[src/rtl/sat_narrow.sv]
// Narrowing stage: range-checks a DATA_WIDTH signed word, then passes it through, saturates or wraps
// it into OPERAND_WIDTH bits. Results are queued in a 2-entry buffer; overflows are tracked per word,
// by a sticky flag and by a saturating counter.
module sat_narrow #(
  parameter int DATA_WIDTH    = 16,
  parameter int OPERAND_WIDTH = 11,
  parameter int CNT_WIDTH     = 8
) (
  input  logic                     clk,
  input  logic                     rst_n,
  input  logic                     in_valid,
  output logic                     in_ready,
  input  logic [DATA_WIDTH-1:0]    in_data,
  input  logic                     in_sat_en,
  output logic                     out_valid,
  input  logic                     out_ready,
  output logic [OPERAND_WIDTH-1:0] out_data,
  output logic                     out_ovf,
  input  logic                     ovf_clr,
  output logic                     ovf_sticky,
  output logic [CNT_WIDTH-1:0]     ovf_count
);

  localparam logic [OPERAND_WIDTH-1:0] SAT_POS = {1'b0, {(OPERAND_WIDTH-1){1'b1}}};
  localparam logic [OPERAND_WIDTH-1:0] SAT_NEG = {1'b1, {(OPERAND_WIDTH-1){1'b0}}};
  localparam logic [CNT_WIDTH-1:0]     CNT_MAX = '1;

  logic [DATA_WIDTH-OPERAND_WIDTH:0] upper_bits;
  logic                              fits;
  logic [OPERAND_WIDTH-1:0]          nar_data;
  logic                              nar_ovf;

  logic [1:0]               occ_q, occ_d;
  logic                     wr_ptr_q, rd_ptr_q;
  logic [OPERAND_WIDTH-1:0] data_q [2];
  logic                     ovf_q  [2];
  logic                     sticky_q;
  logic [CNT_WIDTH-1:0]     count_q;

  logic accept, xfer, accept_ovf;

  // The word fits when the sign bit of the narrow field matches every bit dropped above it.
  assign upper_bits = in_data[DATA_WIDTH-1:OPERAND_WIDTH-1];
  assign fits       = (&upper_bits) | ~(|upper_bits);

  // NOTE: every variable written in always_comb gets a default first, so no latch can be inferred.
  always_comb begin
    nar_data = in_data[OPERAND_WIDTH-1:0];
    nar_ovf  = ~fits;
    if (!fits && in_sat_en) begin
      nar_data = in_data[DATA_WIDTH-1] ? SAT_NEG : SAT_POS;
    end
  end

  assign in_ready   = (occ_q != 2'd2);
  assign out_valid  = (occ_q != 2'd0);
  assign accept     = in_valid & in_ready;
  assign xfer       = out_valid & out_ready;
  assign accept_ovf = accept & nar_ovf;

  always_comb begin
    occ_d = occ_q;
    case ({accept, xfer})
      2'b10:   occ_d = occ_q + 2'd1;
      2'b01:   occ_d = occ_q - 2'd1;
      default: occ_d = occ_q;
    endcase
  end

  // NOTE: sequential state uses non-blocking assignments only, so every register samples pre-edge values.
  always_ff @(posedge clk or negedge rst_n) begin
    if (!rst_n) begin
      occ_q    <= 2'd0;
      wr_ptr_q <= 1'b0;
      rd_ptr_q <= 1'b0;
    end else begin
      occ_q <= occ_d;
      if (accept) wr_ptr_q <= ~wr_ptr_q;
      if (xfer)   rd_ptr_q <= ~rd_ptr_q;
    end
  end

  // NOTE: buffer entries are reset because the head entry is visible on out_data and must read 0 in reset.
  always_ff @(posedge clk or negedge rst_n) begin
    if (!rst_n) begin
      for (int i = 0; i < 2; i++) begin
        data_q[i] <= '0;
        ovf_q[i]  <= 1'b0;
      end
    end else if (accept) begin
      data_q[wr_ptr_q] <= nar_data;
      ovf_q[wr_ptr_q]  <= nar_ovf;
    end
  end

  // A new overflow beats a clear on the same edge; the counter then restarts from 1.
  always_ff @(posedge clk or negedge rst_n) begin
    if (!rst_n) begin
      sticky_q <= 1'b0;
      count_q  <= '0;
    end else if (accept_ovf) begin
      sticky_q <= 1'b1;
      if (ovf_clr)                   count_q <= {{(CNT_WIDTH-1){1'b0}}, 1'b1};
      else if (count_q != CNT_MAX)   count_q <= count_q + 1'b1;
    end else if (ovf_clr) begin
      sticky_q <= 1'b0;
      count_q  <= '0;
    end
  end

  assign out_data   = data_q[rd_ptr_q];
  assign out_ovf    = ovf_q[rd_ptr_q];
  assign ovf_sticky = sticky_q;
  assign ovf_count  = count_q;

endmodule
[config.mk]
export PLATFORM = sky130hd
export DESIGN_NAME = sat_narrow
export DESIGN_NICKNAME = d
export VERILOG_FILES = /design/src/rtl/sat_narrow.sv
export SDC_FILE = /design/constraint.sdc
export NUM_CORES = 1
export LEC_CHECK = 0
export ABC_AREA = 0
export CORE_ASPECT_RATIO = 1.2
export CORE_MARGIN = 5
export CORE_UTILIZATION = 30
export CTS_BUF_LIST = sky130_fd_sc_hd__clkbuf_4
export CTS_CLUSTER_DIAMETER = 100
export CTS_CLUSTER_SIZE = 24
export DETAILED_ROUTE_END_ITERATION = 8
export PLACE_DENSITY = 0.54
export SYNTH_ARGS = -nofsm -noshare
export SYNTH_HDL_FRONTEND = slang
export SYNTH_SLANG_ARGS = --single-unit
[constraint.sdc]
create_clock -name clk -period 2.1 [get_ports clk]
set_clock_uncertainty 0.1 [all_clocks]
set_input_delay 0.42 -clock clk [delete_from_list [all_inputs] [get_ports clk]]
set_output_delay 0.42 -clock clk [all_outputs]
set_load 0.005 [all_outputs]
==> results of run 1 <==
[metal layers]
metal,vias up,part of all wire
li1,782,-
met1,738,0.43
met2,35,0.51
met3,5,0.049
met4,0,0.012
met5,-,0
[through the flow]
step | hold slack [ns] | cell area (um^2) | setup TNS (ns)
final | -0.000861 | 2640 | 0
after global routing | 0.0362 | 2640 | -0.00568
after CTS | 0.00962 | 2630 | 0
after detailed placement | 0.374 | 2510 | -4.36
after global placement | 0.365 | 2510 | -4.05
after floorplan | 0.0244 | 1850 | 0
[cells by family (layout without fill, tap and decap cells)]
family | count (synthesis) | in the layout | synth area share
AND/OR/NAND/NOR | 79 | 79 | 0.237
flip-flops | 37 | 37 | 0.502
AO/OA/AOI/OAI | 35 | 35 | 0.100
multiplexers | 16 | 16 | 0.0990
buffers and inverters | 9 | 82 | 0.0251
XOR/XNOR | 5 | 5 | 0.0237
adder cells (fa/ha/maj) | 2 | 2 | 0.0136
[cell type report]
class	instances	share of cell area
Timing Repair Buffer	71	0.235
Clock buffer	5	0.0142
Inverter	3	0.00427
Tap cell	82	0.0389
Multi-Input combinational cell	137	0.341
Sequential cell	37	0.351
Clock inverter	3	0.0157
[power by group through the flow]
stage               registers (mW)  logic [mW]  clock network [mW]
finish                        1.17        1.47               0.490
detailed placement            1.18        1.51                   0
global route                  1.21        1.64               0.524
CTS                           1.17        1.50               0.506
global placement              1.18        1.49                   0
floorplan                     1.14       0.790                   0
[worst reg2reg max path, delay by kind of cell, from the launching register on]
kind | cells | cell delay, ns
AND/OR/NAND/NOR | 4 | 0.90
flip-flops | 1 | 0.41
multiplexers | 1 | 0.31
[cell usage after synthesis, drive strengths merged (3+ instances only)]
cell,count
o21ai,5
dfrtp,37
nor3,7
and3,3
clkbuf,3
nand3,7
a21oi,26
nand2,16
nor2,28
mux2,15
inv,3
xnor2,3
and4,3
[what timing repair did]
| item | in CTS | in global routing |
|---|---|---|
| setup buffers | 6 | 1 |
| endpoints found under the setup margin | 12 | 13 |
| pin swaps | 0 | 2 |
| gates resized for setup | 17 | 16 |
[path summary, 6_finish.rpt]
path | startpoint | to | slack [ns] | cells past startpoint
max | in_data[10] | ovf_count[5] | 0.05 | 7
min | rst_n | data_q[2] | -0.0009 | 2
max reg2reg | occ_q[1] | ovf_count[3] | 0.28 | 5
min reg2reg | occ_q[1] | occ_q[1] | 0.39 | 1
max in group asynchronous | rst_n | data_q[21] | 1.56 | 2
min in group clk | occ_q[1] | occ_q[1] | 0.39 | 1
[state kept, by name, summed over array words and instances, names as in the netlist]
name,cells
ovf_sticky,1
wr_ptr_q,1
occ_q,2
data_q,22
ovf_count,8
rd_ptr_q,1
ovf_q,2
==> load_flow_metrics.sql, run 1 <==
INSERT INTO impl_metrics (metric_group, metric, value, unit) VALUES
('global_route', 'met2_usage', '0.219', ''),
('detailed_routing', 'detail_route.wirelength', '4670', 'um'),
('cts', 'h-tree-depth', '2', ''),
('critical_path', 'required_time_of_the_critical_path', '2.23', 'ns'),
('global_route', 'gr-usage-all-layers', '0.124', ''),
('power_and_ir_drop', 'fin_total_pwr', '3.13', 'mW'),
('sta', 'worst_slew_margin_rel', '0.684', ''),
('critical_path', 'crit_arrival', '2.18', 'ns'),
('cells_and_area', 'commonest_cells_after_routing_fill_and_taps_aside', 'sky130_fd_sc_hd__dfrtp_1 (37), sky130_fd_sc_hd__clkdlybuf4s50_1 (31), sky130_fd_sc_hd__nor2_1 (27)', ''),
('placement', 'portBuffers', '44', ''),
('yosys', 'postSynthNetCount', '207', ''),
('critical_path', 'worst_setup_path_start_kind', 'input pin', ''),
('floorplan', 'placement_rows', '31', ''),
('hold_path', 'timing.hold.worst.class', 'in2async', ''),
('placement', 'dp_worst_setup_slack', '-0.340', 'ns'),
('detailed_routing', 'wl_per_cell', '13.8', 'um'),
('yosys', 'synth_warnings', '0', ''),
('yosys', 'number_of_flops_mapped_to_enable_cells_by_yosys', '0', ''),
('power_and_ir_drop', 'switching_power', '1.04', 'mW'),
('cts', 'hold_buffers', '0', ''),
('power_and_ir_drop', 'power.ir.vdd_worst', '0.437', 'mV'),
('cts', 'cts.path.max_buffers', '2', ''),
('power_and_ir_drop', 'powerDensity', '1190', 'nW/um^2'),
('sta', 'worstMarginPinSlew', '0.474', 'ns'),
('detailed_routing', 'avgViaCountPerCell', '4.62', ''),
('yosys', 'synth.ff_latch_count', '37', ''),
('sta', 'hold-worst-slack', '-0.000861', 'ns'),
('yosys', 'synth.avg_cell_area', '10.1', 'um^2'),
('power_and_ir_drop', 'pwr-share-comb', '0.470', ''),
('global_route', 'met3_resource_use_gr', '0.0328', ''),
('run', 'timing.max_cap.violations', '0', ''),
('critical_path', 'worst-path-max-fanout', '3', ''),
('sta', 'setup_viol', '0', ''),
('yosys', 'synth.lib_cells_used.distinct', '41', ''),
('power_and_ir_drop', 'netSwitchingFraction', '0.333', ''),
('power_and_ir_drop', 'p_clk_frac', '0.157', ''),
('cts', 'clkSinkCount', '37', ''),
('floorplan', 'core', '6010', 'um^2'),
('yosys', 'netlist_area_before_placement', '1850', 'um^2'),
('yosys', 'asyncSetResetFlopFracSynth', '1.00', ''),
('cells_and_area', 'combined_flip_flop_and_latch_cell_area', '926', 'um^2'),
('run_status', 'failed_checks', 'negative hold slack', ''),
('cells_and_area', 'num_antenna_cells', '0', ''),
('sta', 'report.final.hold_viol_count', '1', ''),
('critical_path', 'timing.critical_path.slowest_cell_delay', '0.54', 'ns'),
('critical_path', 'end_kind', 'flop', ''),
('cts', 'clockRootBuffer', 'sky130_fd_sc_hd__clkbuf_4', ''),
('global_route', 'grt.busiest_layer', 'met2', ''),
('cells_and_area', 'multi_input_area', '898', 'um^2'),
('sta', 'period_needed', '2.05', 'ns'),
('yosys', 'post_synth_main_area_contributors', 'sky130_fd_sc_hd__dfrtp_1 (50%), sky130_fd_sc_hd__mux2_2 (8.5%), sky130_fd_sc_hd__a21oi_1 (7.1%)', ''),
('cells_and_area', 'most_common_library_cell_in_the_layout_ignoring_fill_and_taps', 'sky130_fd_sc_hd__dfrtp_1', ''),
('sta', 'max_freq', '488', 'MHz'),
('global_route', 'first_pass_grt_wire_length', '7530', 'um'),
('yosys', 'synth_largest_area_cell', 'sky130_fd_sc_hd__dfrtp_1', ''),
('run_status', 'run_status', 'finished, violations left', ''),
('floorplan', 'die_area', '7830', 'um^2'),
('global_route', 'global_route.overflow_total', '0', ''),
('cells_and_area', 'finish.cell_count_without_fillers', '338', ''),
('floorplan', 'initial_core_util', '0.307', ''),
('sta', 'slew_viol_final', '0', ''),
('cells_and_area', 'signed_area_change_from_the_synthesized_netlist_to_the_final_layout', '42.8', '%'),
('global_route', 'grt_pass1_vias', '1601', ''),
('detailed_routing', 'antenna_left', '0', ''),
('global_route', 'grt_util_met1', '0.151', ''),
('cells_and_area', 'layout.nets', '279', ''),
('power_and_ir_drop', 'p_int', '2.09', 'mW'),
('sta', 'final_min_period_over_clock_period', '0.976', ''),
('global_route', 'grt_max_degree', '38', ''),
('cells_and_area', 'n_fill_cell', '599', ''),
('global_route', 'initial_antenna_violation_count', '0', '');
No activity file was read; power rests on OpenSTA's default activity.
==> run 2, diff against run 1 <==
- HOLD_SLACK_MARGIN: unset -> 0.08
==> load_flow_metrics.sql, run 2 (synthesis gave the netlist of run 1 again) <==
INSERT INTO impl_metrics (metric_group, metric, value, unit) VALUES
('run_status', 'run_status', 'finished, final reports clean', ''),
('hold_path', 'timing.hold.worst.class', 'reg2reg', ''),
('cells_and_area', 'drive_gt1_frac', '0.288', ''),
('floorplan', 'initial_core_util', '0.307', ''),
('floorplan', 'die-height', '95.9', 'um'),
('global_route', 'grt_pass1_vias', '1601', ''),
('critical_path', 'reg2reg_depth', '5', ''),
('placement', 'place_inst', '323', ''),
('sta', 'setup_tns', '0', 'ns'),
('power_and_ir_drop', 'power.ir.vdd_worst', '0.438', 'mV'),
('cts', 'h-tree-depth', '2', ''),
('critical_path', 'cp_num_cells', '7', ''),
('critical_path', 'worst_setup_path_start_kind', 'input pin', ''),
('placement', 'gp_congestion', '0.795', ''),
('cts', 'worstSkewPairLatency', '0.33', 'ns'),
('placement', 'detailed_place.area', '2510', 'um^2'),
('sta', 'setup_viol', '0', ''),
('critical_path', 'crit_buf_inv', '2', ''),
('detailed_routing', 'antenna_left', '0', ''),
('cts', 'cts_tree', 'done', ''),
('cells_and_area', 'final_util', '0.440', ''),
('cells_and_area', 'most_common_library_cell_in_the_layout_ignoring_fill_and_taps', 'sky130_fd_sc_hd__dfrtp_1', ''),
('detailed_routing', 'wl_per_cell', '13.8', 'um'),
('cells_and_area', 'finish.cell_count_without_fillers', '339', ''),
('cells_and_area', 'num_antenna_cells', '0', ''),
('critical_path', 'cpMaxStageDelayCell', 'sky130_fd_sc_hd__or4_4', ''),
('global_route', 'initial_antenna_violation_count', '0', ''),
('detailed_routing', 'avgViaCountPerCell', '4.60', ''),
('critical_path', 'timing_worst_setup_path_type', 'in2reg', ''),
('critical_path', 'timing.critical_path.slowest_cell_delay', '0.54', 'ns'),
('floorplan', 'placement_rows', '31', ''),
('floorplan', 'die_width', '81.6', 'um'),
('hold_path', 'timing.hold.worst_path_depth', '1', ''),
('cts', 'tritoncts_buffers', '5', ''),
('global_route', 'global_route.overflow_total', '0', ''),
('sta', 'max_freq', '488', 'MHz'),
('detailed_routing', 'detailroute.via_count', '1559', ''),
('critical_path', 'end_kind', 'flop', ''),
('run', 'timing.max_cap.violations', '0', ''),
('placement', 'portBuffers', '44', ''),
('power_and_ir_drop', 'fin_total_pwr', '3.13', 'mW'),
('cells_and_area', 'signed_area_change_from_the_synthesized_netlist_to_the_final_layout', '43.3', '%'),
('critical_path', 'crit_family', 'simple AND/OR/NAND/NOR gates', ''),
('floorplan', 'die_area', '7830', 'um^2'),
('critical_path', 'worst-path-max-fanout', '3', ''),
('placement', 'dp.final_hpwl', '3370', 'um'),
('sta', 'slew_viol_final', '0', ''),
('power_and_ir_drop', 'leakage', '1.12', 'nW'),
('critical_path', 'crit_arrival', '2.18', 'ns'),
('sta', 'final_min_period_over_clock_period', '0.975', ''),
('cts', 'clkSinkCount', '37', ''),
('sta', 'report.final.hold_viol_count', '0', ''),
('sta', 'worstMarginPinSlew', '0.478', 'ns'),
('power_and_ir_drop', 'powerDensity', '1180', 'nW/um^2'),
('cts', 'clockRootBuffer', 'sky130_fd_sc_hd__clkbuf_4', ''),
('sta', 'final_setup_margin', '0.0524', 'ns'),
('global_route', 'grt_max_degree', '38', ''),
('detailed_routing', 'number_of_design_rule_violations_left_by_the_first_detailed_router_iteration', '37', ''),
('cells_and_area', 'top_register', 'data_q', ''),
('cells_and_area', 'fin_area', '2650', 'um^2'),
('cts', 'clk_pin_slew_worst_paths', '0.11', 'ns'),
('placement', 'dp_worst_setup_slack', '-0.340', 'ns'),
('floorplan', 'io_pins', '45', ''),
('critical_path', 'required_time_of_the_critical_path', '2.23', 'ns'),
('global_route', 'gr-usage-all-layers', '0.124', ''),
('cells_and_area', 'layout.nets', '280', ''),
('sta', 'worst_slew_margin_rel', '0.682', ''),
('cells_and_area', 'commonest_cells_after_routing_fill_and_taps_aside', 'sky130_fd_sc_hd__dfrtp_1 (37), sky130_fd_sc_hd__clkdlybuf4s50_1 (31), sky130_fd_sc_hd__nor2_1 (27)', ''),
('cells_and_area', 'largest_register_ff_count', '22', ''),
('detailed_routing', 'drt_first_pass_iters', '4', ''),
('global_route', 'first_pass_grt_wire_length', '7530', 'um'),
('sta', 'period_needed', '2.05', 'ns'),
('critical_path', 'timing.critical_path.cells', 'clkdlybuf4s50_1 -> or4_4 -> nor3_4 -> buf_4 -> nor4_1 -> nand3_1 -> mux2_2', ''),
('sta', 'hold-worst-slack', '0.389', 'ns'),
('floorplan', 'core', '6010', 'um^2'),
('detailed_routing', 'detail_route.wirelength', '4680', 'um'),
('cts', 'cts.path.max_buffers', '2', ''),
('detailed_routing', 'drc_errors', '0', '');
[run 2: changes by cell type in the layout (fill, tap and decap cells not counted)]
cell,previous run,this run
sky130_fd_sc_hd__dlygate4sd3_1,0,1
[run 2: what timing repair did]
action	in CTS	in global routing
hold buffers	1	0
pin swaps	0	2
setup buffers	6	1
gates resized for setup	17	16
setup endpoints to repair	12	13
endpoints found under the hold margin	37	0
cloned	0	0
[run 2: final timing paths]
check                       startpoint            to  slack (ns)
setup / recovery           in_data[10]  ovf_count[5]        0.05
hold / removal                occ_q[1]      occ_q[1]        0.39
setup reg to reg              occ_q[1]  ovf_count[3]        0.28
hold reg to reg               occ_q[1]      occ_q[1]        0.39
max in group asynchronous        rst_n    data_q[21]        1.02
min in group asynchronous        rst_n     data_q[2]        0.53
[run 2: where the power goes]
group	leakage [nW]	internal, mW	total (mW)	switching, mW
Sequential	0.432	0.999	1.17	0.169
Combinational	0.650	0.841	1.47	0.627
Clock	0.0389	0.247	0.491	0.245
[run 2: routing by layer]
metal,track usage,vias to the layer above,wire length (um)
met2,0.219,35,2360
met5,0,-,0
met3,0.0328,5,235
li1,-,784,-
met4,0.0291,0,48
met1,0.151,735,2030
[run 2: layout make-up]
| class | instances | area (um^2) |
|---|---|---|
| Multi-Input combinational cell | 137 | 898 |
| Tap cell | 82 | 103 |
| Clock buffer | 5 | 37.5 |
| Clock inverter | 3 | 41.3 |
| Sequential cell | 37 | 926 |
| Inverter | 3 | 11.3 |
| Fill cell | 598 | 3370 |
| Timing Repair Buffer | 72 | 628 |
==> run 3, diff against run 2 <==
- CORE_UTILIZATION: 30 -> 40
- HOLD_SLACK_MARGIN: 0.08 -> unset
- PLACE_DENSITY: 0.54 -> 0.7
- clock period: 2.1 -> 1.8 ns (I/O delays scaled with it)
==> load_flow_metrics.sql, run 3 (synthesis gave the netlist of run 1 again) <==
INSERT INTO impl_metrics (metric_group, metric, value, unit) VALUES
('cells_and_area', 'drive_gt1_frac', '0.370', ''),
('placement', 'detailed_place.area', '2610', 'um^2'),
('power_and_ir_drop', 'p_int', '2.71', 'mW'),
('critical_path', 'crit_path_start', 'rd_ptr_q', ''),
('power_and_ir_drop', 'switching_power', '1.31', 'mW'),
('sta', 'final_setup_margin', '-0.0913', 'ns'),
('sta', 'setup_repair_after_global_routing_missed_its_margin', 'yes', ''),
('sta', 'worstMarginPinSlew', '0.458', 'ns'),
('floorplan', 'die-height', '84.4', 'um'),
('critical_path', 'cpMaxStageDelayCell', 'sky130_fd_sc_hd__dfrtp_1', ''),
('placement', 'dp_worst_setup_slack', '-0.532', 'ns'),
('power_and_ir_drop', 'leakage', '1.29', 'nW'),
('cells_and_area', 'final_util', '0.628', ''),
('critical_path', 'end_kind', 'output port', ''),
('sta', 'report.final.hold_viol_count', '0', ''),
('global_route', 'initial_antenna_violation_count', '0', ''),
('sta', 'max_freq', '529', 'MHz'),
('detailed_routing', 'drc_errors', '0', ''),
('floorplan', 'io_pins', '45', ''),
('cells_and_area', 'layout.nets', '293', ''),
('hold_path', 'timing.hold.worst.class', 'in2async', ''),
('cells_and_area', 'fin_area', '2840', 'um^2'),
('critical_path', 'timing.rr.start', 'ovf_count[0]', ''),
('critical_path', 'critical_path.most_common_cell', 'sky130_fd_sc_hd__buf_6', ''),
('cells_and_area', 'most_common_library_cell_in_the_layout_ignoring_fill_and_taps', 'sky130_fd_sc_hd__dfrtp_1', ''),
('floorplan', 'core', '4530', 'um^2'),
('cells_and_area', 'signed_area_change_from_the_synthesized_netlist_to_the_final_layout', '54.1', '%'),
('global_route', 'gr-usage-all-layers', '0.165', ''),
('floorplan', 'die_width', '72.0', 'um'),
('sta', 'final_min_period_over_clock_period', '1.05', ''),
('cts', 'cts.path.max_buffers', '2', ''),
('cells_and_area', 'n_fill_cell', '388', ''),
('floorplan', 'placement_rows', '27', ''),
('critical_path', 'crit_arrival', '1.43', 'ns'),
('power_and_ir_drop', 'fin_total_pwr', '4.02', 'mW'),
('run_status', 'failed_checks', 'negative setup slack', ''),
('global_route', 'global_route.overflow_total', '0', ''),
('critical_path', 'worst-path-max-fanout', '5', ''),
('sta', 'setup_viol', '8', ''),
('power_and_ir_drop', 'p_clk_frac', '0.143', ''),
('placement', 'dp.final_hpwl', '3260', 'um'),
('floorplan', 'initial_core_util', '0.408', ''),
('critical_path', 'required_time_of_the_critical_path', '1.34', 'ns'),
('power_and_ir_drop', 'portion_of_total_power_attributed_to_sequential_cells', '0.337', ''),
('sta', 'slew_viol_final', '0', ''),
('critical_path', 'timing.critical_path.slowest_cell_delay', '0.42', 'ns'),
('cts', 'tritoncts_buffers', '5', ''),
('critical_path', 'timing_worst_setup_path_type', 'reg2out', ''),
('global_route', 'grt_pass1_vias', '1709', ''),
('power_and_ir_drop', 'pwr-share-comb', '0.520', ''),
('detailed_routing', 'avgViaCountPerCell', '5.11', ''),
('critical_path', 'timing.critical_path.cells', 'buf_6 -> buf_6 -> mux2_4 -> buf_6', ''),
('critical_path', 'reg2reg_depth', '5', ''),
('cts', 'clkSinkCount', '37', ''),
('floorplan', 'die_area', '6080', 'um^2'),
('run', 'timing.max_cap.violations', '0', ''),
('placement', 'gp_congestion', '0.806', ''),
('critical_path', 'worst_r2r_endpoint', 'ovf_count[3]', ''),
('cts', 'cts_tree', 'done', ''),
('cells_and_area', 'top_register', 'data_q', ''),
('cts', 'clockRootBuffer', 'sky130_fd_sc_hd__clkbuf_4', ''),
('cells_and_area', 'commonest_cells_after_routing_fill_and_taps_aside', 'sky130_fd_sc_hd__dfrtp_1 (37), sky130_fd_sc_hd__buf_4 (31), sky130_fd_sc_hd__nor2_1 (26), sky130_fd_sc_hd__a21oi_1 (26), sky130_fd_sc_hd__clkdlybuf4s50_1 (22)', ''),
('power_and_ir_drop', 'netSwitchingFraction', '0.326', ''),
('detailed_routing', 'antenna_left', '0', ''),
('detailed_routing', 'detail_route.wirelength', '4830', 'um'),
('cts', 'clk_pin_slew_worst_paths', '0.12', 'ns'),
('critical_path', 'ff2ff_setup_slack', '0.04', 'ns'),
('run_status', 'run_status', 'finished, violations left', ''),
('sta', 'worst_slew_margin_rel', '0.694', ''),
('cts', 'hold_buffers', '0', ''),
('power_and_ir_drop', 'power.ir.vdd_worst', '0.478', 'mV'),
('placement', 'portBuffers', '44', ''),
('cells_and_area', 'num_antenna_cells', '0', ''),
('detailed_routing', 'detailroute.via_count', '1676', ''),
('global_route', 'first_pass_grt_wire_length', '7910', 'um'),
('detailed_routing', 'drt_first_pass_iters', '4', ''),
('cells_and_area', 'largest_register_ff_count', '22', ''),
('power_and_ir_drop', 'powerDensity', '1410', 'nW/um^2'),
('global_route', 'grt_max_degree', '38', ''),
('detailed_routing', 'number_of_design_rule_violations_left_by_the_first_detailed_router_iteration', '112', ''),
('sta', 'period_needed', '1.89', 'ns'),
('critical_path', 'worst_setup_path_start_kind', 'flop', ''),
('cts', 'h-tree-depth', '2', ''),
('cts', 'worstSkewPairLatency', '0.34', 'ns'),
('detailed_routing', 'wl_per_cell', '14.7', 'um');
-- run 3: changes by cell type in the layout (fill, tap and decap cells not counted), moves of 3 or more --
cell / change
sky130_fd_sc_hd__clkdlybuf4s50_1: -9
sky130_fd_sc_hd__buf_12: +3
sky130_fd_sc_hd__buf_6: +12
sky130_fd_sc_hd__buf_4: +7
sky130_fd_sc_hd__mux2_2: -7
sky130_fd_sc_hd__clkbuf_2: -5
sky130_fd_sc_hd__buf_2: +4
sky130_fd_sc_hd__mux2_4: +7
-- run 3: per-layer routing --
| metal | routed length [um] | global-route usage | part of all wire | vias up |
|---|---|---|---|---|
| met3 | 206 | 0.0359 | 0.043 | 7 |
| met1 | 2000 | 0.197 | 0.41 | 801 |
| met4 | 59 | 0.0547 | 0.012 | 0 |
| met5 | 0 | 0 | 0 | - |
| met2 | 2560 | 0.289 | 0.53 | 50 |
| li1 | - | - | - | 818 |
-- run 3: through the flow --
| stage | setup TNS, ns | cells | hold WS [ns] |
|---|---|---|---|
| 2_1_floorplan | -0.0456 | 183 | -0.0356 |
| 3_3_place_gp | -10.67 | 309 | 0.364 |
| 3_5_place_dp | -11.87 | 309 | 0.369 |
| 4_1_cts | -0.980 | 326 | 0.278 |
| 5_1_grt | -1.56 | 328 | 0.286 |
| 6_report | -0.645 | 328 | 0.286 |
-- run 3: layout make-up --
type                    instances  area [um^2]  area share
well taps                      58         72.6      0.0255
clock inverters                 3         41.3      0.0145
flip-flops and latches         37          926       0.326
repair buffers                 85          793       0.279
multi-input cells             137          962       0.338
clock buffers                   5         37.5      0.0132
inverters                       3         11.3     0.00396
-- run 3: repair_timing --
item	4_1_cts	5_1_grt
resized for setup	66	33
buffers inserted	8	3
setup endpoints to repair	29	24
cloned	1	0
pin swaps	4	5
-- run 3: power by group through the flow --
stage	clock network [mW]	registers, mW	logic (mW)
final	0.576	1.36	2.09
after floorplan	0	1.32	0.923
after global routing	0.623	1.40	2.29
after global placement	0	1.36	1.81
after CTS	0.586	1.35	1.85
after detailed placement	0	1.37	1.84
-- run 3: critical path, delay by kind of cell (launching register included) --
kind	cells	cell delay, ns
mux	1	0.29
flops	1	0.42
buf+inv	3	0.38
-- run 3: how the worst max path moves through the flow --
stage                         to  slack [ns]  cells after the start
finish              out_data[10]       -0.09                      4
global route         out_data[5]       -0.17                      4
CTS                 out_data[10]       -0.19                      5
detailed placement  ovf_count[4]       -0.53                      7
global placement    ovf_count[3]       -0.48                      6
floorplan           ovf_count[3]       -0.05                      6
==> RTL change 1: new RTL, config.mk and constraints of run 3 <==
`CNT_WIDTH`: 8 -> 9.
--- a/src/rtl/sat_narrow.sv
+++ b/src/rtl/sat_narrow.sv
@@ -5,5 +5,5 @@
   parameter int DATA_WIDTH    = 16,
   parameter int OPERAND_WIDTH = 11,
-  parameter int CNT_WIDTH     = 8
+  parameter int CNT_WIDTH     = 9
 ) (
   input  logic                     clk,
Ports: changed (resized ovf_count); port bits go from 45 to 46. The function was not compared with the original's and may differ.
==> RTL change 1 against run 3 <==
- the run still ends with negative setup slack left
- die area is 3.2% higher
- setup slack worse by 96 ps
- utilization is 4.5 points higher
- sequential cell count is 1 higher
- total power is 5.2% higher
- design area is 9.6% higher
- non-clock buffer count is 8 higher
- synthesized area is 3.7% higher
- routed wire length is 12% higher
- highest routed layer unchanged
==> RTL change 1: results (changes against run 3) <==
Run status
  – Status: finished, violations left
  – Failing checks: negative setup slack

Route
  – Met3 routed WL: 267 um (+30%)
  – DR vias: 1,739 (+3.8%)
  – Met1 WL: 2110 um (+5.1%)
  – Met2 wire length: 2970 um (+16%)
  – Routed WL per cell: 17.4 um (+18%)
  – Initial drt markers: 111 (-0.89%)

Global routing
  – Largest net degree at the start of global routing: 21 (-45%)
  – First-pass GRT wire length: 8920 um (+13%)
  – Vias in the first global route: 1,892 (+11%)

Worst setup path
  – R2R depth: 8 (+3)
  – RR Endpoint: ovf_count[7]
  – CP delay by family, top: simple AND/OR/NAND/NOR gates
  – CP max FO: 4 (-1)
  – Reg-to-reg setup timing slack: -190 ps (-230 ps)
  – FF-to-FF Start: ovf_count[4]
  – Arr. time, crit path: 2150 ps (+720 ps)
  – Max stage delay cell, worst path: or4_4

Placement
  – I/O Buffers: 45 (+2.3%)
  – Final Wtd Congestion: 0.858 (+6.5%)
  – Post-detail-place hpwl: 3610 um (+11%)

Finish
  – Ant diodes: 0 (unchanged)
  – Share of post-route cells with drive strength above 1: 47.2% (+10 points)

Synth
  – Syn_nets: 182 (-12%)
  – Share of the yosys chip area belonging to registers: 49.7% (-0.46 points)
  – Post-synth top cells: dfrtp_1 (38), a221o_1 (20), mux2_2 (15)
  – Synth unique cells: 42 (+2.4%)
  – Area contributors post-synth: dfrtp_1 (50%), a221o_1 (10%), mux2_2 (8.8%), ha_1 (2.0%), o21ai_0 (1.8%)

Pwr
  – Leak Pwr: 1.45 nW (+13%)
  – Worst VDD drop: 0.859 mV (+80%)
  – Internal power: 0.00287 W (+6.0%)

Min path
  – Hold path cells: 2
  – Hold WC Path Type: flip-flop to flip-flop

Timing
  – Endpoints failing setup: 17 (+9)
  – Final worst setup slack: -187 ps (-95.9 ps)
  – Worst hold slack: 400 ps (+115 ps)
  – Rel. slew slack: 68.4% (-1.0 points)

Clock network
  – Clk slew on worst S/H paths: 110 ps
-- RTL change 1: tightest hold or removal path, stage by stage, from the launching register on --
cell and delay, ps:
dfrtp_1 360, nand2_1 50, o21ai_0 60
-- RTL change 1: kinds of logic (layout without fill, tap and decap cells) --
kind of cell               Yosys count  after routing  synth area share [%]
DFF                                 38             38                  49.7
AOI/OAI and AO/OA                   35             36                  16.1
adders and majority gates            3              3                  1.96
xor gates and xnor gates             4              4                  1.83
buffers and inverters                9            104                  2.48
muxes                               18             18                  10.4
and+or+nand+nor                     50             51                  17.5
-- RTL change 1: power groups by stage --
stage                     Combinational [W]  Clock, W  Sequential, W
final                               0.00240  0.000421        0.00141
after global routing                0.00257  0.000469        0.00145
after CTS                           0.00217  0.000438        0.00141
after detailed placement            0.00193         0        0.00140
after global placement              0.00187         0        0.00137
after floorplan                    0.000941         0        0.00135
-- RTL change 1: through the flow --
step	cell area [sq um]	worst slack [ps]	setup TNS, ps	instances
floorplan	1930	-150	-266	157
global placement	2700	-373	-9110	285
detailed placement	2700	-471	-11520	285
CTS	2960	-185	-1890	308
global route	3120	-257	-2690	312
finish	3120	-187	-1560	312
-- RTL change 1: layout make-up --
type	count	area (sq um)
clock inverters	3	16.3
repair buffers	93	905
inverters	3	11.3
flip-flops and latches	38	952
multi-input cells	112	1120
well taps	58	72.6
fillers	324	1510
clock buffers	5	37.5
-- RTL change 1: repair_timing --
action,4_1_cts,5_1_grt
resized for setup,91,38
setup endpoints to repair,37,35
hold buffers,1,0
cloned,2,1
pin swaps,5,11
setup buffers,12,5
hold endpoints to repair,19,0
-- RTL change 1: metal layers --
metal  up-vias  global-route usage, %
met1       872                   21.1
met3        10                   3.40
met5         -                      0
li1        800                      -
met2        57                   32.0
met4         0                   5.20
-- RTL change 1: how the worst max path moves through the flow --
stage                       startpoint      endpoint  slack, ps
after floorplan           ovf_count[0]  ovf_count[7]       -150
after global placement     in_data[12]  ovf_count[4]       -370
after detailed placement   in_data[10]  ovf_count[4]       -470
after CTS                     rd_ptr_q   out_data[7]       -180
after global routing      ovf_count[1]  ovf_count[7]       -260
final                     ovf_count[4]  ovf_count[7]       -190
==> RTL change 2: new RTL, config.mk and constraints of run 3 <==
Without the edit above. Reset style: synchronous (`rst_n`), changed in 3 clocked blocks.
--- a/src/rtl/sat_narrow.sv
+++ b/src/rtl/sat_narrow.sv
@@ -69,5 +69,5 @@
 
   // NOTE: sequential state uses non-blocking assignments only, so every register samples pre-edge values.
-  always_ff @(posedge clk or negedge rst_n) begin
+  always_ff @(posedge clk) begin
     if (!rst_n) begin
       occ_q    <= 2'd0;
@@ -82,5 +82,5 @@
 
   // NOTE: buffer entries are reset because the head entry is visible on out_data and must read 0 in reset.
-  always_ff @(posedge clk or negedge rst_n) begin
+  always_ff @(posedge clk) begin
     if (!rst_n) begin
       for (int i = 0; i < 2; i++) begin
@@ -95,5 +95,5 @@
 
   // A new overflow beats a clear on the same edge; the counter then restarts from 1.
-  always_ff @(posedge clk or negedge rst_n) begin
+  always_ff @(posedge clk) begin
     if (!rst_n) begin
       sticky_q <= 1'b0;
Function: differs if rst_n is asserted again (counterexample within 4 cycles, from zero or initial values and one cycle with rst_n low); with rst_n held inactive, the same outputs for 10 cycles.
==> RTL change 2 against run 3 <==
- register-to-register slack better by 20 ps
- combinational power down 41%
- largest power group unchanged
- synthesized area up 4.7%
- setup slack better by 84 ps
- sequential cell count up 1
- final cell count down 7.0%
- first-iteration DRC count down 43%
- design area up 4.3%
- total power down 22%
- routed wire length down 7.3%
- non-clock buffer count down 7
- the flow still finishes with violations (negative setup slack)
==> RTL change 2: results (changes against run 3) <==
Worst setup path
  – FF-to-FF Start: occ_q[1]
  – Critical Path Source: in_data[12]
  – CP delay by family, top: simple AND/OR/NAND/NOR gates
  – Arr. time, crit path: 1800 ps (+370 ps)
  – Critical path's largest stage delay: 550 ps (+130 ps)
  – Critical path endpoint: data_q[1][6]
  – Max stage delay cell, worst path: or4_4

Global routing
  – First-pass GRT wire length: 7330 um (-7.3%)
  – Total GRT Usage: 14.8% (-1.7 points)

Route
  – Routed vias/inst: 5.17 (+1.3%)
  – Initial drt markers: 64 (-43%)

Run status
  – Status: finished, violations left
  – Failing checks: negative setup slack

Min path
  – Hold WC Path Type: input pin to flip-flop

Pwr
  – Seq group: 0.00117 W (-14%)
  – Power consumption: 0.00313 W (-22%)
  – Leak Pwr: 1.21 nW (-5.9%)

Placement
  – Post-detail-place hpwl: 3060 um (-6.3%)
  – Final Wtd Congestion: 0.795 (-1.4%)

Synth
  – Area contributors post-synth: edfxtp_1 (34%), dfxtp_1 (17%), mux2_2 (7.6%), mux2i_1 (5.7%), nor2_1 (4.5%)
  – Ys async rst share: 0% (-100 points)

Finish
  – Post-route insts no fill: 305 (-7.0%)

Timing
  – Worst-margin pin slew: 521 ps (+63.7 ps)
  – Endpoints failing setup: 1 (-7)
  – Final worst setup slack: -6.98 ps (+84.4 ps)
-- RTL change 2: logic make-up (layout without fill, tap and decap cells) --
family,Yosys count,after routing,share of synthesized area (%)
AND/OR/NAND/NOR,60,60,16.3
flip-flops,38,38,50.8
AO/OA/AOI/OAI,29,29,12.2
multiplexers,24,24,13.3
buffers and inverters,13,90,4.34
XOR/XNOR,4,4,1.81
adder cells (fa/ha/maj),2,2,1.30
-- RTL change 2: routing by layer --
metal	vias up	share of wire, %	GRT usage (%)
met4	0	1.8	5.11
met5	-	0	0
li1	786	-	-
met2	43	52	26.5
met3	7	5.2	3.87
met1	742	41	16.5
-- RTL change 2: cell type report --
class / instances / area (sq um) / share of cell area [%]
Tap cell: 58 / 72.6 / 2.45
Sequential cell: 38 / 997 / 33.6
Clock buffer: 5 / 37.5 / 1.27
Clock inverter: 3 / 68.8 / 2.32
Inverter: 4 / 15.0 / 0.506
Timing Repair Buffer: 78 / 779 / 26.3
Multi-Input combinational cell: 119 / 996 / 33.6
